**src/rtl/fixed_point_mul_pipe_if.sv**
```systemverilog
// Operand/result stream bundle for fixed_point_mul_pipe.
//   in_*  : operand beat (valid/ready, two signed operands, per-beat round/sat mode)
//   out_* : result beat (valid/ready, signed fixed-point product, overflow flag)
// master = producer of operands / consumer of results; slave = the multiplier.
interface fixed_point_mul_pipe_if #(
  parameter int unsigned WIDTH = 32
) ();
  logic             in_valid;
  logic             in_ready;
  logic [WIDTH-1:0] in_op1;
  logic [WIDTH-1:0] in_op2;
  logic             in_round;
  logic             in_sat;
  logic             out_valid;
  logic             out_ready;
  logic [WIDTH-1:0] out_result;
  logic             out_ovf;

  modport master (
    output in_valid, in_op1, in_op2, in_round, in_sat, out_ready,
    input  in_ready, out_valid, out_result, out_ovf
  );

  modport slave (
    input  in_valid, in_op1, in_op2, in_round, in_sat, out_ready,
    output in_ready, out_valid, out_result, out_ovf
  );
endinterface

```
**src/rtl/fixed_point_mul_pipe.sv**
```systemverilog
// Pipelined signed fixed-point multiplier, Q(WIDTH-FRAC_W).FRAC_W operands and result.
// Ports:
//   clk, rst   : rising-edge clock, synchronous active-high reset
//   bus        : operand/result streams (slave side), full backpressure
//   ovf_clear  : zero the overflow event counter (wins over a same-cycle increment)
//   ovf_count  : saturating count of overflowed results handed downstream
// All stages shift together when the output register is empty or being drained.
module fixed_point_mul_pipe #(
  parameter int unsigned WIDTH   = 32,
  parameter int unsigned FRAC_W  = 16,
  parameter int unsigned LATENCY = 3,
  parameter int unsigned CNT_W   = 16
) (
  input  logic                  clk,
  input  logic                  rst,
  fixed_point_mul_pipe_if.slave bus,
  input  logic                  ovf_clear,
  output logic [CNT_W-1:0]      ovf_count
);

  localparam int unsigned PW   = 2 * WIDTH;
  localparam int unsigned HW   = WIDTH / 2;
  localparam int unsigned HI_W = WIDTH - HW;
  localparam int unsigned TW   = PW - WIDTH + 2;

  function automatic logic [PW-1:0] sext(input logic [WIDTH-1:0] v);
    return {{WIDTH{v[WIDTH-1]}}, v};
  endfunction

  logic                 advance_c;
  logic [LATENCY-1:0]   vld_q, vld_d;
  logic [LATENCY-2:0]   rnd_q, rnd_d, sat_q, sat_d;
  logic [PW-1:0]        prod_q, prod_d;
  logic [WIDTH-1:0]     result_q, result_d;
  logic                 ovf_q, ovf_d;
  logic [CNT_W-1:0]     cnt_q, cnt_d;

  logic [PW:0]          rnd_add_c, sum_c, q_c;
  logic [TW-1:0]        top_c;
  logic                 ovf_c;
  logic [WIDTH-1:0]     res_c;

  // Product register sits at stage LATENCY-1; earlier stages depend on depth.
  if (LATENCY == 2) begin : g_lat2
    always_comb begin
      prod_d = prod_q;
      if (advance_c) prod_d = sext(bus.in_op1) * sext(bus.in_op2);
    end
  end else begin : g_lat_ge3
    logic [WIDTH-1:0] op1_q, op1_d, op2_q, op2_d;

    always_comb begin
      op1_d = op1_q;
      op2_d = op2_q;
      if (advance_c) begin
        op1_d = bus.in_op1;
        op2_d = bus.in_op2;
      end
    end

    always_ff @(posedge clk) begin
      op1_q <= op1_d;
      op2_q <= op2_d;
    end

    if (LATENCY == 3) begin : g_lat3
      always_comb begin
        prod_d = prod_q;
        if (advance_c) prod_d = sext(op1_q) * sext(op2_q);
      end
    end else begin : g_lat4
      // op2 = hi*2^HW + lo with hi signed, lo unsigned; partials summed next stage.
      logic [PW-1:0] pp_lo_q, pp_lo_d, pp_hi_q, pp_hi_d;

      always_comb begin
        pp_lo_d = pp_lo_q;
        pp_hi_d = pp_hi_q;
        prod_d  = prod_q;
        if (advance_c) begin
          pp_lo_d = sext(op1_q) * {{(PW-HW){1'b0}}, op2_q[HW-1:0]};
          pp_hi_d = sext(op1_q) * {{(PW-HI_W){op2_q[WIDTH-1]}}, op2_q[WIDTH-1:HW]};
          prod_d  = (pp_hi_q << HW) + pp_lo_q;
        end
      end

      always_ff @(posedge clk) begin
        pp_lo_q <= pp_lo_d;
        pp_hi_q <= pp_hi_d;
      end
    end
  end

  // Round/shift on a one-bit-wider sum so the half-LSB add can never wrap.
  always_comb begin
    rnd_add_c = '0;
    if (rnd_q[LATENCY-2]) rnd_add_c = (PW+1)'(1) << (FRAC_W - 1);
    sum_c = {prod_q[PW-1], prod_q} + rnd_add_c;
    q_c   = (PW+1)'($signed(sum_c) >>> FRAC_W);
    top_c = q_c[PW:WIDTH-1];
    ovf_c = (top_c != '0) && (top_c != '1);
    res_c = q_c[WIDTH-1:0];
    if (ovf_c && sat_q[LATENCY-2]) begin
      res_c = q_c[PW] ? {1'b1, {(WIDTH-1){1'b0}}} : {1'b0, {(WIDTH-1){1'b1}}};
    end
  end

  // Stage valids, mode bits and output register advance in lockstep.
  always_comb begin
    advance_c = !vld_q[LATENCY-1] || bus.out_ready;
    vld_d     = vld_q;
    rnd_d     = rnd_q;
    sat_d     = sat_q;
    result_d  = result_q;
    ovf_d     = ovf_q;
    if (advance_c) begin
      vld_d[0] = bus.in_valid;
      rnd_d[0] = bus.in_round;
      sat_d[0] = bus.in_sat;
      for (int i = 1; i < LATENCY; i++) vld_d[i] = vld_q[i-1];
      for (int i = 1; i < LATENCY - 1; i++) begin
        rnd_d[i] = rnd_q[i-1];
        sat_d[i] = sat_q[i-1];
      end
      result_d = res_c;
      ovf_d    = ovf_c;
    end
  end

  // Saturating overflow counter; clear has priority.
  always_comb begin
    cnt_d = cnt_q;
    if (ovf_clear) begin
      cnt_d = '0;
    end else if (vld_q[LATENCY-1] && bus.out_ready && ovf_q && (cnt_q != '1)) begin
      cnt_d = cnt_q + CNT_W'(1);
    end
  end

  always_ff @(posedge clk) begin
    if (rst) begin
      vld_q    <= '0;
      result_q <= '0;
      ovf_q    <= 1'b0;
      cnt_q    <= '0;
    end else begin
      vld_q    <= vld_d;
      result_q <= result_d;
      ovf_q    <= ovf_d;
      cnt_q    <= cnt_d;
    end
  end

  // Datapath payload needs no reset: it is qualified by the stage valids.
  always_ff @(posedge clk) begin
    rnd_q  <= rnd_d;
    sat_q  <= sat_d;
    prod_q <= prod_d;
  end

  assign bus.in_ready   = advance_c;
  assign bus.out_valid  = vld_q[LATENCY-1];
  assign bus.out_result = result_q;
  assign bus.out_ovf    = ovf_q;
  assign ovf_count      = cnt_q;

endmodule
```
**src/flat_wrapper.sv**
```systemverilog
// flat-port wrapper written by rule: the top's interface ports become plain ports
module fixed_point_mul_pipe_flat 
#(
  parameter int unsigned WIDTH   = 32,
  parameter int unsigned FRAC_W  = 16,
  parameter int unsigned LATENCY = 3,
  parameter int unsigned CNT_W   = 16
)
  (clk, rst, ovf_clear, ovf_count, bus_in_valid, bus_in_op1, bus_in_op2, bus_in_round, bus_in_sat, bus_out_ready, bus_in_ready, bus_out_valid, bus_out_result, bus_out_ovf);
  fixed_point_mul_pipe_if #(.WIDTH(WIDTH)) bus_i ();
  input  logic clk;
  input  logic rst;
  input  logic ovf_clear;
  output logic [CNT_W-1:0] ovf_count;
  input wire logic [$bits(bus_i.in_valid)-1:0] bus_in_valid;
  input wire logic [$bits(bus_i.in_op1)-1:0] bus_in_op1;
  input wire logic [$bits(bus_i.in_op2)-1:0] bus_in_op2;
  input wire logic [$bits(bus_i.in_round)-1:0] bus_in_round;
  input wire logic [$bits(bus_i.in_sat)-1:0] bus_in_sat;
  input wire logic [$bits(bus_i.out_ready)-1:0] bus_out_ready;
  output wire logic [$bits(bus_i.in_ready)-1:0] bus_in_ready;
  output wire logic [$bits(bus_i.out_valid)-1:0] bus_out_valid;
  output wire logic [$bits(bus_i.out_result)-1:0] bus_out_result;
  output wire logic [$bits(bus_i.out_ovf)-1:0] bus_out_ovf;
  assign bus_i.in_valid = bus_in_valid;
  assign bus_i.in_op1 = bus_in_op1;
  assign bus_i.in_op2 = bus_in_op2;
  assign bus_i.in_round = bus_in_round;
  assign bus_i.in_sat = bus_in_sat;
  assign bus_i.out_ready = bus_out_ready;
  assign bus_in_ready = bus_i.in_ready;
  assign bus_out_valid = bus_i.out_valid;
  assign bus_out_result = bus_i.out_result;
  assign bus_out_ovf = bus_i.out_ovf;
  fixed_point_mul_pipe #(.WIDTH(WIDTH), .FRAC_W(FRAC_W), .LATENCY(LATENCY), .CNT_W(CNT_W)) u_core (.clk(clk), .rst(rst), .bus(bus_i), .ovf_clear(ovf_clear), .ovf_count(ovf_count));
endmodule
```
**config.mk**
```make
export PLATFORM = sky130hd
export DESIGN_NAME = fixed_point_mul_pipe_flat
export DESIGN_NICKNAME = d
export VERILOG_FILES = /design/src/rtl/fixed_point_mul_pipe_if.sv /design/src/rtl/fixed_point_mul_pipe.sv /design/src/flat_wrapper.sv
export SDC_FILE = /design/constraint.sdc
export NUM_CORES = 2
export LEC_CHECK = 0
export ABC_AREA = 1
export CORE_UTILIZATION = 45
export DETAILED_ROUTE_END_ITERATION = 10
export PLACE_DENSITY = 0.58
export REMOVE_ABC_BUFFERS = 1
export SLEW_MARGIN = 20
export SYNTH_ARGS = -nofsm -noshare
export SYNTH_HDL_FRONTEND = slang
export SYNTH_SLANG_ARGS = --single-unit
```
**constraint.sdc**
```tcl
create_clock -name clk -period 13.2 [get_ports clk]
set_input_delay 2.64 -clock clk [delete_from_list [all_inputs] [get_ports clk]]
set_output_delay 2.64 -clock clk [all_outputs]
set_load 0.02 [all_outputs]
```
# After elaboration in Yosys (flattened, before gate mapping)
# Cells that the tools add are included.
[totals]
register_bits = 184
latchBits = 0
ramBits = 0
romBits = 0
input_bits = 71
output_inout_bits = 51
wordCells = 26
n_memories = 0
[op_classes]
add_sub_neg = 2
mul = 1
div = 0
magnitude_cmp = 0
n_eq_ne = 2
n_shift = 0
n_mux = 3
bitwise = 0
n_reduce_logical = 9
[op_table]
columns = ["cell", "count"]
rows = [
  ["64-bit by 17-bit adder with 65-bit output", 1],
  ["32-bit by 32-bit multiplier with 64-bit output", 1],
  ["32-bit 2-to-1 mux", 2],
  ["34-bit inequality test (second input constant)", 1],
  ["34-bit nonzero test", 1],
  ["16-bit by 1-bit adder with 16-bit output (second input constant)", 1],
  ["16-bit 2-to-1 mux", 1],
  ["16-bit inequality test (second input constant)", 1],
  ["1-bit logical AND", 5],
  ["2-bit OR reduction", 1],
  ["1-bit logical NOT", 1],
  ["1-bit logical OR", 1],
]

# Longest topological paths before layout
[depth]
word_depth = 6
ltp_mapped = 33
depth_no_buf = 32

# Worst setup path before layout
# No wires, ideal clock.
[synth_path]
path_type = "input to output"
start = "input bus_out_ready"
end = "output bus_in_ready"
t_arrival_ns = 6.407
t_required_ns = 10.560
path_slack_ns = 4.153
cell_stages = 3
n_path_buf = 1
cell_sequence = "nor2_1 > clkinv_1 > clkbuf_1"
[synth_between]
elab_chain_len = 1
[synth_rtl]
columns = ["item", "line_no", "source"]
rows = [
  ["start: declaration", "flat_wrapper.sv:20", "input wire logic [$bits(bus_i.out_ready)-1:0] bus_out_ready;"],
  ["1-bit logical OR", "fixed_point_mul_pipe.sv:109", "advance_c = !vld_q[LATENCY-1] || bus.out_ready;"],
  ["end: declaration", "flat_wrapper.sv:21", "output wire logic [$bits(bus_i.in_ready)-1:0] bus_in_ready;"],
]
# No other way between the ends.

# Worst setup path after layout
[layout_path]
start = "register u_core.g_lat_ge3.op2_q[5]"
end = "register u_core.prod_q[63], data pin"
[layout_between]
elab_chain_len = 1
[layout_rtl]
columns = ["item", "line_no", "source"]
rows = [
  ["start: declaration", "fixed_point_mul_pipe.sv:50", "logic [WIDTH-1:0] op1_q, op1_d, op2_q, op2_d;"],
  ["start signal: assignment", "fixed_point_mul_pipe.sv:63", "op2_q <= op2_d;"],
  ["32-bit by 32-bit multiplier with 64-bit output", "fixed_point_mul_pipe.sv:69", "if (advance_c) prod_d = sext(op1_q) * sext(op2_q);"],
  ["end signal: assignment", "fixed_point_mul_pipe.sv:157", "prod_q <= prod_d;"],
  ["end: declaration", "fixed_point_mul_pipe.sv:33", "logic [PW-1:0] prod_q, prod_d;"],
]
# No other way between the ends.
# A chain may end at the register's enable or synchronous reset.

==> impl_metrics.ini <==
[synth]
synth-compound-area-share_pct = 3.39
synth-adder-area-share_pct = 53.2
synth_seq_cells = 169
synth_xor_area_share_pct = 1.71
netlist_area_um2 = 44900
yosysWarnings = 0
synth_ff_type = edfxtp_1
synthMuxAreaShare_pct = 0
synth_cell_types = 46
synthArstFlopShare_pct = 0
seq_area_frac_synth_pct = 10.1
syn_inst = 5476
synth_edf_count = 117
synth.avg_cell_area_um2 = 8.21
synth_simple_gate_area_share_pct = 15.3
synth_top_family_by_area = adder cells

[clock_tree]
cts_hold_buffers = 0
numClockSinks = 169
htreeDepth = 4
cts_buffers = 17
clk_pin_slew_ns = 0.10
clk_latency_ns = 0.53
cts_resized = 0
postCtsSetupBuffers = 0
cts_tree = built
clk_path_buf_depth = 2
cts_root_buf = clkbuf_16

[timing]
post-route-period-util_pct = 62.9
max_freq_ghz = 0.120
skew_ns = 0.0232
tns_ns = 0
slew_headroom_pct = 36.4
final_hold_viol_count = 0
grt_setup_unrepaired = false
worstMarginPinSlew_ns = 0.946
final-setup-viol-count = 0
fin_crit_ns = 8.31
drv_slew = 0

[setup_path]
crit_path_end_kind = register
crit_family = adder cells
timing.rr.start = u_core.g_lat_ge3.op2_q[5]
r2r-end = u_core.prod_q[63]
worstPathMaxFanout = 32
cp.buffers_inverters = 10
crit_slowest_cell = fa_1
cp_common_cell = inv_1
startpoint_type = register
crit_arrival_ns = 8.56
r2r_slack_ns = 4.89
cp.required_ns = 13.46
worstRegToRegCells = 28
critical_path_class = register to register
critPathMaxStageDelay_ns = 0.88

[routing]
wirelength_um = 125000
routed-via-count = 33700
route.met2.wl_um = 61200
top_layer = met4
drt_iter0_markers = 2165
drcViolationCount = 0
ant_nets = 0
wl_per_cell_um = 18.4
viasPerCell = 4.98
met1_length_um = 53400
met3_length_um = 6130
dr.pass1.iters = 7

[placement]
gp_congestion = 0.932
port_buffers = 121
hpwl_um = 102000
placed_area_um2 = 47500

[layout]
regArea_um2 = 4550
final_common_cell = inv_1
drive_gt1_share_pct = 2.53
fillers = 9682
nNetsFinal = 6813
mostFrequentLayoutCells = 1726 x inv_1, 1368 x nand2_1, 1081 x fa_1
n_antenna_cell = 0
multiInputGateArea_um2 = 33100
area.growth.synth_to_final_pct = 7.08
final_util_pct = 48.8
fin_area_um2 = 48100

[global_route]
antenna_found_initial = 0
grt_pass1_vias = 37100
grt_pass1_wl_um = 205000
gr-total-overflow = 0
grt_use_total_pct = 26.3
grt_max_degree = 70

[floorplan]
dieArea_um2 = 101000
row_count = 115
die_w_um = 318
die_h_um = 318
io_pins = 122
start_util_pct = 45.5
coreArea_um2 = 98700

[worst_hold_path]
hold_path.startpoint = u_core.rnd_q[0]
hold_end = u_core.rnd_q[1]
hp-class = register to register
holdPathStages = 0

[run_status]
outcome = finished clean

[job]
maxCapViolations = 0
## state kept, by name (all words and copies together) (netlist names)
| signal | count |
|---|---|
| u_core.ovf_count | 16 |
| u_core.g_lat_ge3.op1_q | 32 |
| u_core.rnd_q | 2 |
| u_core.prod_q | 49 |
| u_core.g_lat_ge3.op2_q | 32 |
| u_core.bus.out_ovf | 1 |
| u_core.vld_q | 3 |
| u_core.bus.out_result | 32 |
| u_core.sat_q | 2 |
## cell usage after synthesis, types with 11 or more instances
master / count / area, um2
inv_1: 1726 / 6480
nand2_1: 1368 / 5130
or2_2: 11 / 68.8
nor3_1: 18 / 90.1
o21ai_0: 99 / 495
nand3_1: 50 / 250
dfxtp_1: 52 / 1040
edfxtp_1: 117 / 3510
xor2_1: 45 / 394
clkbuf_1: 197 / 739
ha_1: 182 / 2280
a21oi_1: 105 / 526
fa_1: 1081 / 21600
a31oi_1: 36 / 225
nor2_1: 233 / 875
nand4_1: 25 / 156
xnor2_1: 43 / 377
## worst max-delay path by stage
stage / start / endpoint / depth (start not counted)
floorplan: bus_out_ready / bus_in_ready / 2
global placement: u_core.g_lat_ge3.op2_q[5] / u_core.prod_q[63] / 28
detailed placement: u_core.g_lat_ge3.op2_q[5] / u_core.prod_q[63] / 28
CTS: u_core.g_lat_ge3.op2_q[5] / u_core.prod_q[63] / 28
global route: u_core.g_lat_ge3.op2_q[5] / u_core.prod_q[63] / 28
finish: u_core.g_lat_ge3.op2_q[5] / u_core.prod_q[63] / 28
## through the flow
step           cells  setup slack, ns  hold slack [ns]
5_1_grt         6779             4.21            0.445
3_5_place_dp    6747             4.85            0.422
4_1_cts         6779             4.80            0.431
2_1_floorplan   5270             4.72            0.400
3_3_place_gp    6747             4.93            0.402
6_report        6779             4.89            0.427
## kinds of logic after synthesis
kind of cell	Yosys count
buffers and inverters	1935
AND/OR/NAND/NOR	1745
adder cells (fa/ha/maj)	1263
AO/OA/AOI/OAI	276
flip-flops	169
XOR/XNOR	88
## layout make-up
| type | instances | share of cell area, % |
|---|---|---|
| Inverter | 1729 | 13.5 |
| Sequential cell | 169 | 9.46 |
| Tap cell | 1287 | 3.35 |
| Timing Repair Buffer | 190 | 3.59 |
| Multi-Input combinational cell | 3372 | 68.8 |
| Clock inverter | 15 | 0.450 |
| Clock buffer | 17 | 0.884 |
## per-layer routing
| layer | vias to the layer above | track usage, % |
|---|---|---|
| met2 | 899 | 45.2 |
| met4 | 0 | 8.38 |
| li1 | 15400 | - |
| met1 | 17300 | 34.6 |
| met3 | 215 | 3.03 |
| met5 | - | 0 |
Power is left out: the tool's default activity adds up to more than one toggle a clock period on the data nets, which glitch-free logic cannot reach.
